$ cat src/rtl/qtable_neighbor_engine_pkg.sv
`default_nettype none
// ----------------------------------------------------------------------------
// qtable_neighbor_engine_pkg : shared codes and types for the Q-table engine
// Rev 1.0
// ----------------------------------------------------------------------------
package qtable_neighbor_engine_pkg;

  localparam logic [2:0] PKT_HELLO  = 3'b001;
  localparam logic [2:0] PKT_CH_ADV = 3'b010;
  localparam logic [2:0] PKT_JOIN   = 3'b011;
  localparam logic [2:0] PKT_ACK    = 3'b100;
  localparam logic [2:0] PKT_DATA   = 3'b101;

  typedef enum logic [1:0] {
    RES_UPDATED  = 2'd0,
    RES_INSERTED = 2'd1,
    RES_REPLACED = 2'd2,
    RES_DROPPED  = 2'd3
  } result_t;

  typedef enum logic [2:0] {
    ST_IDLE     = 3'd0,
    ST_NBR_SCAN = 3'd1,
    ST_NBR_WR   = 3'd2,
    ST_CH_SCAN  = 3'd3,
    ST_CH_WR    = 3'd4,
    ST_DONE     = 3'd5
  } state_t;

  // Index width for a table; a one-entry table still needs a 1-bit address.
  function automatic int idx_width(input int depth);
    return (depth > 1) ? $clog2(depth) : 1;
  endfunction

endpackage
`default_nettype wire

$ cat src/rtl/qtable_neighbor_engine_table_scanner.sv
`default_nettype none
// ----------------------------------------------------------------------------
// qtable_neighbor_engine_table_scanner : sequential key search over a 1-cycle RAM
// Rev 1.0
// ----------------------------------------------------------------------------
module qtable_neighbor_engine_table_scanner
  import qtable_neighbor_engine_pkg::*;
#(
  parameter int WORD_WIDTH = 16,
  parameter int DEPTH      = 32,
  parameter bit TRACK_MIN  = 1'b1,
  localparam int AW = idx_width(DEPTH),
  localparam int CW = $clog2(DEPTH + 1)
) (
  input  logic                  clk_i,
  input  logic                  rst_ni,
  input  logic                  start_i,
  input  logic [CW-1:0]         len_i,
  input  logic [WORD_WIDTH-1:0] key_i,
  output logic [AW-1:0]         rd_addr_o,
  input  logic [WORD_WIDTH-1:0] rd_id_i,
  input  logic [WORD_WIDTH-1:0] rd_q_i,
  output logic                  hit_o,
  output logic                  last_o,
  output logic [AW-1:0]         hit_idx_o,
  output logic [AW-1:0]         min_idx_o,
  output logic [WORD_WIDTH-1:0] min_val_o
);

  logic          issue_q;
  logic [CW-1:0] addr_q;
  logic          chk_q;
  logic [CW-1:0] chk_idx_q;
  logic [CW-1:0] final_idx;

  // Data returned this cycle belongs to the address issued last cycle (chk_idx_q).
  assign final_idx = len_i - CW'(1);
  assign hit_o     = chk_q && (rd_id_i == key_i);
  assign last_o    = chk_q && (chk_idx_q == final_idx);
  assign hit_idx_o = chk_idx_q[AW-1:0];
  assign rd_addr_o = addr_q[AW-1:0];

  always_ff @(posedge clk_i or negedge rst_ni) begin
    if (!rst_ni) begin
      issue_q   <= 1'b0;
      addr_q    <= '0;
      chk_q     <= 1'b0;
      chk_idx_q <= '0;
    end else if (start_i) begin
      issue_q <= 1'b1;
      addr_q  <= '0;
      chk_q   <= 1'b0;
    end else if (hit_o || last_o) begin
      issue_q <= 1'b0;
      chk_q   <= 1'b0;
    end else begin
      chk_q     <= issue_q;
      chk_idx_q <= addr_q;
      if (issue_q) begin
        if (addr_q == final_idx) begin
          issue_q <= 1'b0;
        end else begin
          addr_q <= addr_q + CW'(1);
        end
      end
    end
  end

  generate
    if (TRACK_MIN) begin : g_min_track
      logic                  min_ok_q;
      logic [WORD_WIDTH-1:0] min_val_q;
      logic [AW-1:0]         min_idx_q;
      logic                  take;

      // Strict less-than keeps the earliest index on equal Q values.
      assign take      = !min_ok_q || (rd_q_i < min_val_q);
      assign min_val_o = take ? rd_q_i : min_val_q;
      assign min_idx_o = take ? chk_idx_q[AW-1:0] : min_idx_q;

      always_ff @(posedge clk_i or negedge rst_ni) begin
        if (!rst_ni) begin
          min_ok_q  <= 1'b0;
          min_val_q <= '0;
          min_idx_q <= '0;
        end else if (start_i) begin
          min_ok_q <= 1'b0;
        end else if (chk_q) begin
          min_ok_q  <= 1'b1;
          min_val_q <= min_val_o;
          min_idx_q <= min_idx_o;
        end
      end
    end else begin : g_no_min
      logic unused_rd_q;
      assign unused_rd_q = ^rd_q_i;
      assign min_val_o   = '0;
      assign min_idx_o   = '0;
    end
  endgenerate

endmodule
`default_nettype wire

$ cat src/rtl/qtable_neighbor_engine.sv
`default_nettype none
// ----------------------------------------------------------------------------
// qtable_neighbor_engine : per-packet neighbour / cluster-head table update engine
// Rev 1.0
// ----------------------------------------------------------------------------
module qtable_neighbor_engine
  import qtable_neighbor_engine_pkg::*;
#(
  parameter int WORD_WIDTH = 16,
  parameter int MAX_NBR    = 32,
  parameter int MAX_CH     = 8,
  parameter bit REPLACE_EN = 1'b1,
  localparam int NAW = idx_width(MAX_NBR),
  localparam int CAW = idx_width(MAX_CH),
  localparam int NCW = $clog2(MAX_NBR + 1),
  localparam int CCW = $clog2(MAX_CH + 1)
) (
  input  logic                  clk_i,
  input  logic                  rst_ni,
  input  logic                  en_i,
  input  logic                  clr_i,
  input  logic [WORD_WIDTH-1:0] f_src_id_i,
  input  logic [WORD_WIDTH-1:0] f_src_hops_i,
  input  logic [WORD_WIDTH-1:0] f_cluster_id_i,
  input  logic [WORD_WIDTH-1:0] f_energy_i,
  input  logic [WORD_WIDTH-1:0] f_qvalue_i,
  input  logic [WORD_WIDTH-1:0] f_known_ch_i,
  input  logic [2:0]            f_pkt_type_i,
  output logic [NAW-1:0]        nbr_rd_addr_o,
  input  logic [WORD_WIDTH-1:0] nbr_rd_id_i,
  input  logic [WORD_WIDTH-1:0] nbr_rd_q_i,
  output logic                  nbr_wr_en_o,
  output logic [NAW-1:0]        nbr_wr_addr_o,
  output logic [WORD_WIDTH-1:0] nbr_wr_id_o,
  output logic [WORD_WIDTH-1:0] nbr_wr_hops_o,
  output logic [WORD_WIDTH-1:0] nbr_wr_cluster_o,
  output logic [WORD_WIDTH-1:0] nbr_wr_energy_o,
  output logic [WORD_WIDTH-1:0] nbr_wr_q_o,
  output logic [CAW-1:0]        ch_rd_addr_o,
  input  logic [WORD_WIDTH-1:0] ch_rd_data_i,
  output logic                  ch_wr_en_o,
  output logic [CAW-1:0]        ch_wr_addr_o,
  output logic [WORD_WIDTH-1:0] ch_wr_data_o,
  output logic [NCW-1:0]        neighbor_count_o,
  output logic [CCW-1:0]        known_ch_count_o,
  output logic                  busy_o,
  output logic                  done_o,
  output logic [1:0]            result_o
);

  state_t                state_q;
  result_t               result_q;
  result_t               pend_res_q;
  logic [WORD_WIDTH-1:0] id_q, hops_q, cl_q, energy_q, qv_q, kch_q;
  logic [NCW-1:0]        ncnt_q;
  logic [CCW-1:0]        ccnt_q;
  logic                  nwr_en_q, cwr_en_q, busy_q, done_q;
  logic [NAW-1:0]        nwr_addr_q;
  logic [CAW-1:0]        cwr_addr_q;

  logic                  nbr_start, nbr_hit, nbr_last;
  logic [NAW-1:0]        nbr_hit_idx, nbr_min_idx;
  logic [WORD_WIDTH-1:0] nbr_min_val;
  logic                  ch_start, ch_hit, ch_last, ch_needed;
  logic [CAW-1:0]        ch_hit_idx_unused, ch_min_idx_unused;
  logic [WORD_WIDTH-1:0] ch_min_val_unused;
  logic                  nbr_full, ch_full;
  logic                  unused_pkt_type;

  assign unused_pkt_type = ^f_pkt_type_i;

  assign nbr_full  = (ncnt_q == NCW'(MAX_NBR));
  assign ch_full   = (ccnt_q == CCW'(MAX_CH));
  assign ch_needed = (id_q != '0) && (kch_q != '0);
  assign nbr_start = (state_q == ST_IDLE) && en_i && !clr_i &&
                     (f_src_id_i != '0) && (ncnt_q != '0);
  assign ch_start  = (state_q == ST_NBR_WR) && ch_needed && (ccnt_q != '0);

  qtable_neighbor_engine_table_scanner #(
    .WORD_WIDTH(WORD_WIDTH), .DEPTH(MAX_NBR), .TRACK_MIN(1'b1)
  ) u_nbr_scan (
    .clk_i     (clk_i),
    .rst_ni    (rst_ni),
    .start_i   (nbr_start),
    .len_i     (ncnt_q),
    .key_i     (id_q),
    .rd_addr_o (nbr_rd_addr_o),
    .rd_id_i   (nbr_rd_id_i),
    .rd_q_i    (nbr_rd_q_i),
    .hit_o     (nbr_hit),
    .last_o    (nbr_last),
    .hit_idx_o (nbr_hit_idx),
    .min_idx_o (nbr_min_idx),
    .min_val_o (nbr_min_val)
  );

  qtable_neighbor_engine_table_scanner #(
    .WORD_WIDTH(WORD_WIDTH), .DEPTH(MAX_CH), .TRACK_MIN(1'b0)
  ) u_ch_scan (
    .clk_i     (clk_i),
    .rst_ni    (rst_ni),
    .start_i   (ch_start),
    .len_i     (ccnt_q),
    .key_i     (kch_q),
    .rd_addr_o (ch_rd_addr_o),
    .rd_id_i   (ch_rd_data_i),
    .rd_q_i    ('0),
    .hit_o     (ch_hit),
    .last_o    (ch_last),
    .hit_idx_o (ch_hit_idx_unused),
    .min_idx_o (ch_min_idx_unused),
    .min_val_o (ch_min_val_unused)
  );

  // Empty tables skip their scan state so the first write issues the cycle after en.
  always_ff @(posedge clk_i or negedge rst_ni) begin
    if (!rst_ni) begin
      state_q    <= ST_IDLE;
      result_q   <= RES_UPDATED;
      pend_res_q <= RES_UPDATED;
      id_q       <= '0;
      hops_q     <= '0;
      cl_q       <= '0;
      energy_q   <= '0;
      qv_q       <= '0;
      kch_q      <= '0;
      ncnt_q     <= '0;
      ccnt_q     <= '0;
      nwr_en_q   <= 1'b0;
      nwr_addr_q <= '0;
      cwr_en_q   <= 1'b0;
      cwr_addr_q <= '0;
      busy_q     <= 1'b0;
      done_q     <= 1'b0;
    end else begin
      nwr_en_q <= 1'b0;
      cwr_en_q <= 1'b0;
      done_q   <= 1'b0;
      case (state_q)
        ST_IDLE: begin
          if (clr_i) begin
            ncnt_q <= '0;
            ccnt_q <= '0;
          end else if (en_i) begin
            id_q     <= f_src_id_i;
            hops_q   <= f_src_hops_i;
            cl_q     <= f_cluster_id_i;
            energy_q <= f_energy_i;
            qv_q     <= f_qvalue_i;
            kch_q    <= f_known_ch_i;
            busy_q   <= 1'b1;
            if (f_src_id_i == '0) begin
              pend_res_q <= RES_DROPPED;
              state_q    <= ST_NBR_WR;
            end else if (ncnt_q == '0) begin
              nwr_en_q   <= 1'b1;
              nwr_addr_q <= '0;
              ncnt_q     <= NCW'(1);
              pend_res_q <= RES_INSERTED;
              state_q    <= ST_NBR_WR;
            end else begin
              state_q <= ST_NBR_SCAN;
            end
          end
        end
        ST_NBR_SCAN: begin
          if (nbr_hit) begin
            nwr_en_q   <= 1'b1;
            nwr_addr_q <= nbr_hit_idx;
            pend_res_q <= RES_UPDATED;
            state_q    <= ST_NBR_WR;
          end else if (nbr_last) begin
            state_q <= ST_NBR_WR;
            if (!nbr_full) begin
              nwr_en_q   <= 1'b1;
              nwr_addr_q <= ncnt_q[NAW-1:0];
              ncnt_q     <= ncnt_q + NCW'(1);
              pend_res_q <= RES_INSERTED;
            end else if (REPLACE_EN && (qv_q > nbr_min_val)) begin
              nwr_en_q   <= 1'b1;
              nwr_addr_q <= nbr_min_idx;
              pend_res_q <= RES_REPLACED;
            end else begin
              pend_res_q <= RES_DROPPED;
            end
          end
        end
        ST_NBR_WR: begin
          if (!ch_needed) begin
            done_q   <= 1'b1;
            result_q <= pend_res_q;
            state_q  <= ST_DONE;
          end else if (ccnt_q == '0) begin
            cwr_en_q   <= 1'b1;
            cwr_addr_q <= '0;
            ccnt_q     <= CCW'(1);
            state_q    <= ST_CH_WR;
          end else begin
            state_q <= ST_CH_SCAN;
          end
        end
        ST_CH_SCAN: begin
          if (ch_hit) begin
            state_q <= ST_CH_WR;
          end else if (ch_last) begin
            state_q <= ST_CH_WR;
            if (!ch_full) begin
              cwr_en_q   <= 1'b1;
              cwr_addr_q <= ccnt_q[CAW-1:0];
              ccnt_q     <= ccnt_q + CCW'(1);
            end
          end
        end
        ST_CH_WR: begin
          done_q   <= 1'b1;
          result_q <= pend_res_q;
          state_q  <= ST_DONE;
        end
        ST_DONE: begin
          busy_q  <= 1'b0;
          state_q <= ST_IDLE;
        end
        default: begin
          busy_q  <= 1'b0;
          state_q <= ST_IDLE;
        end
      endcase
    end
  end

  assign nbr_wr_en_o      = nwr_en_q;
  assign nbr_wr_addr_o    = nwr_addr_q;
  assign nbr_wr_id_o      = id_q;
  assign nbr_wr_hops_o    = hops_q;
  assign nbr_wr_cluster_o = cl_q;
  assign nbr_wr_energy_o  = energy_q;
  assign nbr_wr_q_o       = qv_q;
  assign ch_wr_en_o       = cwr_en_q;
  assign ch_wr_addr_o     = cwr_addr_q;
  assign ch_wr_data_o     = kch_q;
  assign neighbor_count_o = ncnt_q;
  assign known_ch_count_o = ccnt_q;
  assign busy_o           = busy_q;
  assign done_o           = done_q;
  assign result_o         = result_q;

endmodule
`default_nettype wire

$ cat config.mk
export PLATFORM = sky130hd
export DESIGN_NAME = qtable_neighbor_engine
export DESIGN_NICKNAME = d
export VERILOG_FILES = /design/src/rtl/qtable_neighbor_engine_pkg.sv /design/src/rtl/qtable_neighbor_engine_table_scanner.sv /design/src/rtl/qtable_neighbor_engine.sv
export SDC_FILE = /design/constraint.sdc
export NUM_CORES = 1
export LEC_CHECK = 0
export ABC_AREA = 1
export ABC_CLOCK_PERIOD_IN_PS = 4500
export BUFFER_PORTS_ARGS = -buffer_cell sky130_fd_sc_hd__clkbuf_2
export CELL_PAD_IN_SITES_DETAIL_PLACEMENT = 0
export CELL_PAD_IN_SITES_GLOBAL_PLACEMENT = 2
export CORE_MARGIN = 2
export CORE_UTILIZATION = 32
export CTS_BUF_LIST = sky130_fd_sc_hd__clkbuf_8
export DETAILED_ROUTE_END_ITERATION = 12
export PLACE_DENSITY = 0.89
export SLEW_MARGIN = 20
export SYNTH_ARGS = -nofsm -noshare
export SYNTH_HDL_FRONTEND = slang
export SYNTH_SLANG_ARGS = --single-unit
export TNS_END_PERCENT = 100
$ cat constraint.sdc
create_clock -name clk_i -period 4.5 [get_ports clk_i]
set_clock_uncertainty 0.15 [all_clocks]
set_input_delay 0.225 -clock clk_i [delete_from_list [all_inputs] [get_ports clk_i]]
set_output_delay 0.225 -clock clk_i [all_outputs]
set_load 0.02 [all_outputs]
# Yosys cells after proc, flatten, opt, wreduce, memory -nomap -nowiden

Cells that the tools add are included.

Bitwise operators: 6
Equality and inequality tests: 37
Magnitude comparators: 2
Reductions and logical operators: 47
$add $sub $neg: 6
Multiplexer cells: 96

Operators with widths:

| kind                  | number |
|---|---|
| $mux W6               | 11 |
| $reduce_bool A16 Y1   | 3 |
| $mux W5               | 9 |
| $mux W4               | 10 |
| $mux W3               | 13 |
| $eq A16 B16 Y1        | 2 |
| $mux W1               | 31 |
| $ne A2 B2 Y1 const B  | 14 |
| $reduce_and A7 Y1     | 3 |
| $mux W2               | 10 |
| $gt A16 B16 Y1        | 1 |
| $logic_not A16 Y1     | 1 |
| $lt A16 B16 Y1        | 1 |
| $mux W16              | 1 |
| $pmux W3 S5           | 1 |
| $add A6 B1 Y6 const B | 2 |
| $eq A6 B6 Y1          | 2 |
| $pmux W4 S3           | 1 |
| $pmux W6 S2           | 1 |
| $reduce_and A3 Y1     | 4 |
| $reduce_bool A2 Y1    | 6 |
| $logic_and A1 B1 Y1   | 11 |
| $pmux W5 S2           | 1 |
| $ne A3 B1 Y1 const B  | 3 |
| other kinds (30)      | 52 |

Logic and storage cells: 222
Output and inout bits: 128
Register bits after elaboration: 171
Input bits: 151

# Logic depth before layout (Yosys ltp)

Word-level depth: 9
Gate-level depth with buffers: 30

# Cells and area by module

A second synthesis with hierarchy kept.

Cells, all modules: 1334
Area total of the unflattened synthesis: 10670.2 µm²

By module, submodules not included:

| module                                            | cells each | times used | sequential area each (µm²) | area an instance (µm²) |
|---|---|---|---|---|
| qtable_neighbor_engine                            | 575        | 1          | 3128.0                     | 5988.2 |
| qtable_neighbor_engine_table_scanner (u_nbr_scan) | 525        | 1          | 900.9                      | 3316.9 |
| qtable_neighbor_engine_table_scanner (u_ch_scan)  | 234        | 1          | 250.2                      | 1365.1 |

# Worst setup path after synthesis

Ideal clock, no wire load.

Path type: reg2reg
Start point: register u_nbr_scan.g_min_track.min_val_q[15]
End point: register nwr_addr_q[0] (netlist: nbr_wr_addr_o[0])
Stages on the path, launching flop included: 29
Clock period less this slack: 2.958 ns
Arrival time: 2.690 ns
Buffers on the path: 1
Library setup time: 0.118 ns
Path slack: 1.542 ns
Cell sequence: dfrtp_1 > inv_1 > ha_1 > nand2_1 > inv_1 > nand3_1 > nor3_1 > nand2_1 > nand2_1 > nand2_4 > buf_6 > nor2_1 > a21oi_1 > ha_1 > inv_1 > o21bai_1 > nand2_1 > nand2_1 > nand2_1 > nand2_1 > nand2_1 > nand2_1 > nand2_1 > nand2_1 > nand3_2 > nand2_4 > inv_2 > nand2_1 > nand2_1

Cells in the longest elaborated chain, start to end: 8
Elaborated cells on any way between the ends: 12

RTL lines:

| item                                                   | line                                       | RTL |
|---|---|---|
| start, declared                                        | qtable_neighbor_engine_table_scanner.sv:72 | `logic [WORD_WIDTH-1:0] min_val_q;` |
| start signal, assigned                                 | qtable_neighbor_engine_table_scanner.sv:90 | `min_val_q <= min_val_o;` |
| branches (longest 8 deep; another with $lt A16 B16 Y1) | --                                         |  |
| end signal, assigned                                   | qtable_neighbor_engine.sv:169              | `nwr_addr_q <= nbr_hit_idx;` |
| end signal, assigned                                   | qtable_neighbor_engine.sv:176              | `nwr_addr_q <= ncnt_q[NAW-1:0];` |
| end signal, assigned                                   | qtable_neighbor_engine.sv:181              | `nwr_addr_q <= nbr_min_idx;` |
| end, declared                                          | qtable_neighbor_engine.sv:58               | `logic [NAW-1:0] nwr_addr_q;` |

Parallel ways; which one is timed is not known. The select of a mux whose other input is x is not followed.
A chain may end at the register's enable or synchronous reset.

# Worst setup path in the final report

Start point: register u_nbr_scan.g_min_track.min_val_q[15]
End point: register nwr_addr_q[4] (netlist: nbr_wr_addr_o[4])

The elaborated chain is that of the path after synthesis.

==> results.cfg <==
[grt]
antenna_found_initial = 2
grt_start_max_net_pins = 95
grt_overflow = 0
grt_pass1_wl_mm = 47.4
grt_pass1_vias = 8849
grt_usage = 0.195

[synth]
synthMuxAreaShare = 0.00236
synth_flop_cell = dfrtp_1
synthXorXnorAreaFrac = 0.0256
synth_top_family_by_area = simple AND/OR/NAND/NOR gates
avgSynthCellArea_um2 = 7.77
synth_edf_count = 0
synth_compound_area_frac = 0.0892
synth_adder_area_share = 0.0499
synth.yosys.warnings = 0
yosys.area_share.simple = 0.295
synth_cell_types = 48
syn_nets = 1416
synth_seq_area_share = 0.449
ys_seq_elements = 171
synthCells = 1227
mappedNetlistArea_um2 = 9530
async_reset_ff_frac = 1.00

[sta]
min_period_over_period = 0.797
relSlewSlack = 0.346
fin_ws_ns = 0.912
finalCriticalPeriod_ns = 3.59
rsz0062_at_grt = no
fmax_mhz = 279
finalHoldViolCount = 0
slew_viol_final = 0
setup-tns-final_ns = 0
worst_slew_pin_slew_ns = 0.981
finalSetupViolations = 0

[power]
power_density_nw_per_um2 = 645
vdd_drop_max_mv = 0.279
power_mw = 8.16
p_leak_nw = 6.79

[detailed_routing]
drc_errors = 0
routedWlPerCell_um = 14.8
firstDrtPassIters = 5
dr_total_vias = 8938
drtIter0Drc = 432
final_antenna_net_count = 0
drt_wl_total_mm = 29.6
via_per_inst = 4.48

[setup_path]
crit_path_top_delay_cell = dfrtp_1
worstSetupPathType = flop to flop
arrival_ns = 3.84
slowest_delay_ns = 0.37
crit_fanout = 37
cp-end-kind = flop
r2r_cells = 27
worstPathRequired_ns = 4.75
rrSetupSlack_ns = 0.91
worstSetupStartpointType = flop
critical_path.most_common_cell = nand2_1

[worst_hold_path]
hp-class = primary input to flop
whs_path_depth = 5

[finish]
area_growth_pct = 32.9
final_area_um2 = 12700
drive_gt1_frac = 0.236
fill_cells = 3050
multi_input_area_um2 = 4410
final_nets = 1782
finalCoreUtilization = 0.429
regArea_um2 = 4280

[floorplanning]
fp.coreArea_um2 = 29500
die_h_um = 177
start_util = 0.323
num_rows = 63
ios = 279
die_area_um2 = 31200
die_w_um = 177

[place]
placed_cell_area_um2 = 11100
place_congestion = 0.782
dpl_worst_slack_ns = 0.898
hpwl_mm = 22.1
portBuffers = 275

[clock_tree]
worstSkewPairLatency_ns = 0.50
cts_tree = built
cts_setup_buffers = 0
max-clock-path-buffers = 2
cts.sinks = 171
cts_made_buffers = 17
cts-root-buf = clkbuf_8
clkSlewWorstSetupHoldPaths_ns = 0.11
h-tree-depth = 4

[run_status]
outcome = complete, no violations

[flow_run]
maxCapViolations = 0
==> layout make-up <==
class | count | area share
diodes | 1 | 0.000198
well taps | 390 | 0.0385
repair buffers | 393 | 0.203
clock inverters | 15 | 0.0139
inverters | 132 | 0.0395
flip-flops and latches | 171 | 0.338
multi-input cells | 878 | 0.349
clock buffers | 17 | 0.0185
==> synth_stat cells (2+ instances only) <==
cell,n,area share
o21ai_0,69,0.036
nand2_4,5,0.0059
buf_4,16,0.013
a31oi_1,2,0.0013
xor2_1,18,0.017
o21ai_2,12,0.011
o21a_1,3,0.0024
nor2_4,3,0.0035
o2111ai_1,2,0.0018
nand3_1,57,0.030
o21ai_1,16,0.0084
inv_2,8,0.0032
nor3_1,10,0.0053
nand2_1,455,0.18
dfrtp_1,171,0.45
or2_2,8,0.0053
nand3_2,6,0.0063
buf_2,9,0.0047
inv_1,122,0.048
inv_4,2,0.0013
o211ai_1,2,0.0016
buf_6,13,0.015
nor2_2,2,0.0013
ha_1,38,0.050
o22ai_1,2,0.0013
mux2_2,2,0.0024
nor2_1,72,0.028
xnor2_1,8,0.0074
clkbuf_1,7,0.0028
nand2_2,13,0.0085
a21oi_1,40,0.021
nand4_1,18,0.012
==> per-stage QoR <==
step	hold WS (ns)	cells
final	0.169	1997
after global routing	0.188	1997
after CTS	0.124	1996
after detailed placement	0.258	1850
after global placement	0.261	1850
after floorplan	-0.221	1227
==> per-layer routing <==
metal  track usage  share of wire
met1         0.250           0.46
met2         0.317           0.46
met3        0.0566          0.058
met4        0.0575          0.023
met5             0        0.00044
==> where the power goes <==
group          switching (mW)  internal [mW]
Sequential              0.546           2.19
Combinational            2.78           1.46
Clock                   0.683          0.515
Total                    4.01           4.16
==> critical path: cells and delay by family (launching register included) <==
family | cells | cell delay, ns
buffers and inverters | 4 | 0.22
AND/OR/NAND/NOR | 19 | 1.97
adder cells (fa/ha/maj) | 2 | 0.60
flip-flops | 1 | 0.37
AO/OA/AOI/OAI | 2 | 0.19
==> kinds of logic after synthesis <==
logic type / count (synthesis)
AND/OR/NAND/NOR: 658
XOR/XNOR: 27
adder cells (fa/ha/maj): 38
AO/OA/AOI/OAI: 153
flip-flops: 171
multiplexers: 2
buffers and inverters: 178
==> flip-flops by register name, summed over array words and instances, names as in the netlist, 6 cells and up <==
register,count
nbr_wr_id_o,16
ch_wr_data_o,16
u_nbr_scan.g_min_track.min_val_q,16
nbr_wr_cluster_o,16
neighbor_count_o,6
nbr_wr_energy_o,16
nbr_wr_q_o,16
nbr_wr_hops_o,16
u_nbr_scan.addr_q,6
u_nbr_scan.chk_idx_q,6
==> placed cells by master (no fill, tap or decap), types with 17 or more instances in the layout <==
cell type / Yosys / layout
ha_1: 38 / 38
dlygate4sd3_1: 0 / 114
clkbuf_8: 0 / 17
clkbuf_2: 1 / 274
inv_1: 122 / 122
a21oi_1: 40 / 40
xor2_1: 18 / 18
dfrtp_1: 171 / 171
nand2_1: 455 / 455
o21ai_0: 69 / 69
nand4_1: 18 / 18
nor2_1: 72 / 72
nand3_1: 57 / 57
==> what timing repair did <==
action	in CTS	in global routing
gates resized for setup	0	0
endpoints found under the hold margin	206	0
hold buffers	114	0
==> worst paths after layout <==
| path | from | endpoint |
|---|---|---|
| min in group asynchronous | rst_ni | neighbor_count_o[3] |
| hold / removal | en_i | state_q[2] |
| hold reg to reg | nbr_wr_hops_o[15] | nbr_wr_hops_o[15] |
| setup / recovery | u_nbr_scan.g_min_track.min_val_q[15] | nbr_wr_addr_o[4] |
| setup reg to reg | u_nbr_scan.g_min_track.min_val_q[15] | nbr_wr_addr_o[4] |
| max in group asynchronous | rst_ni | nbr_wr_q_o[9] |
Note: power is estimated with default switching activity, not from simulation.
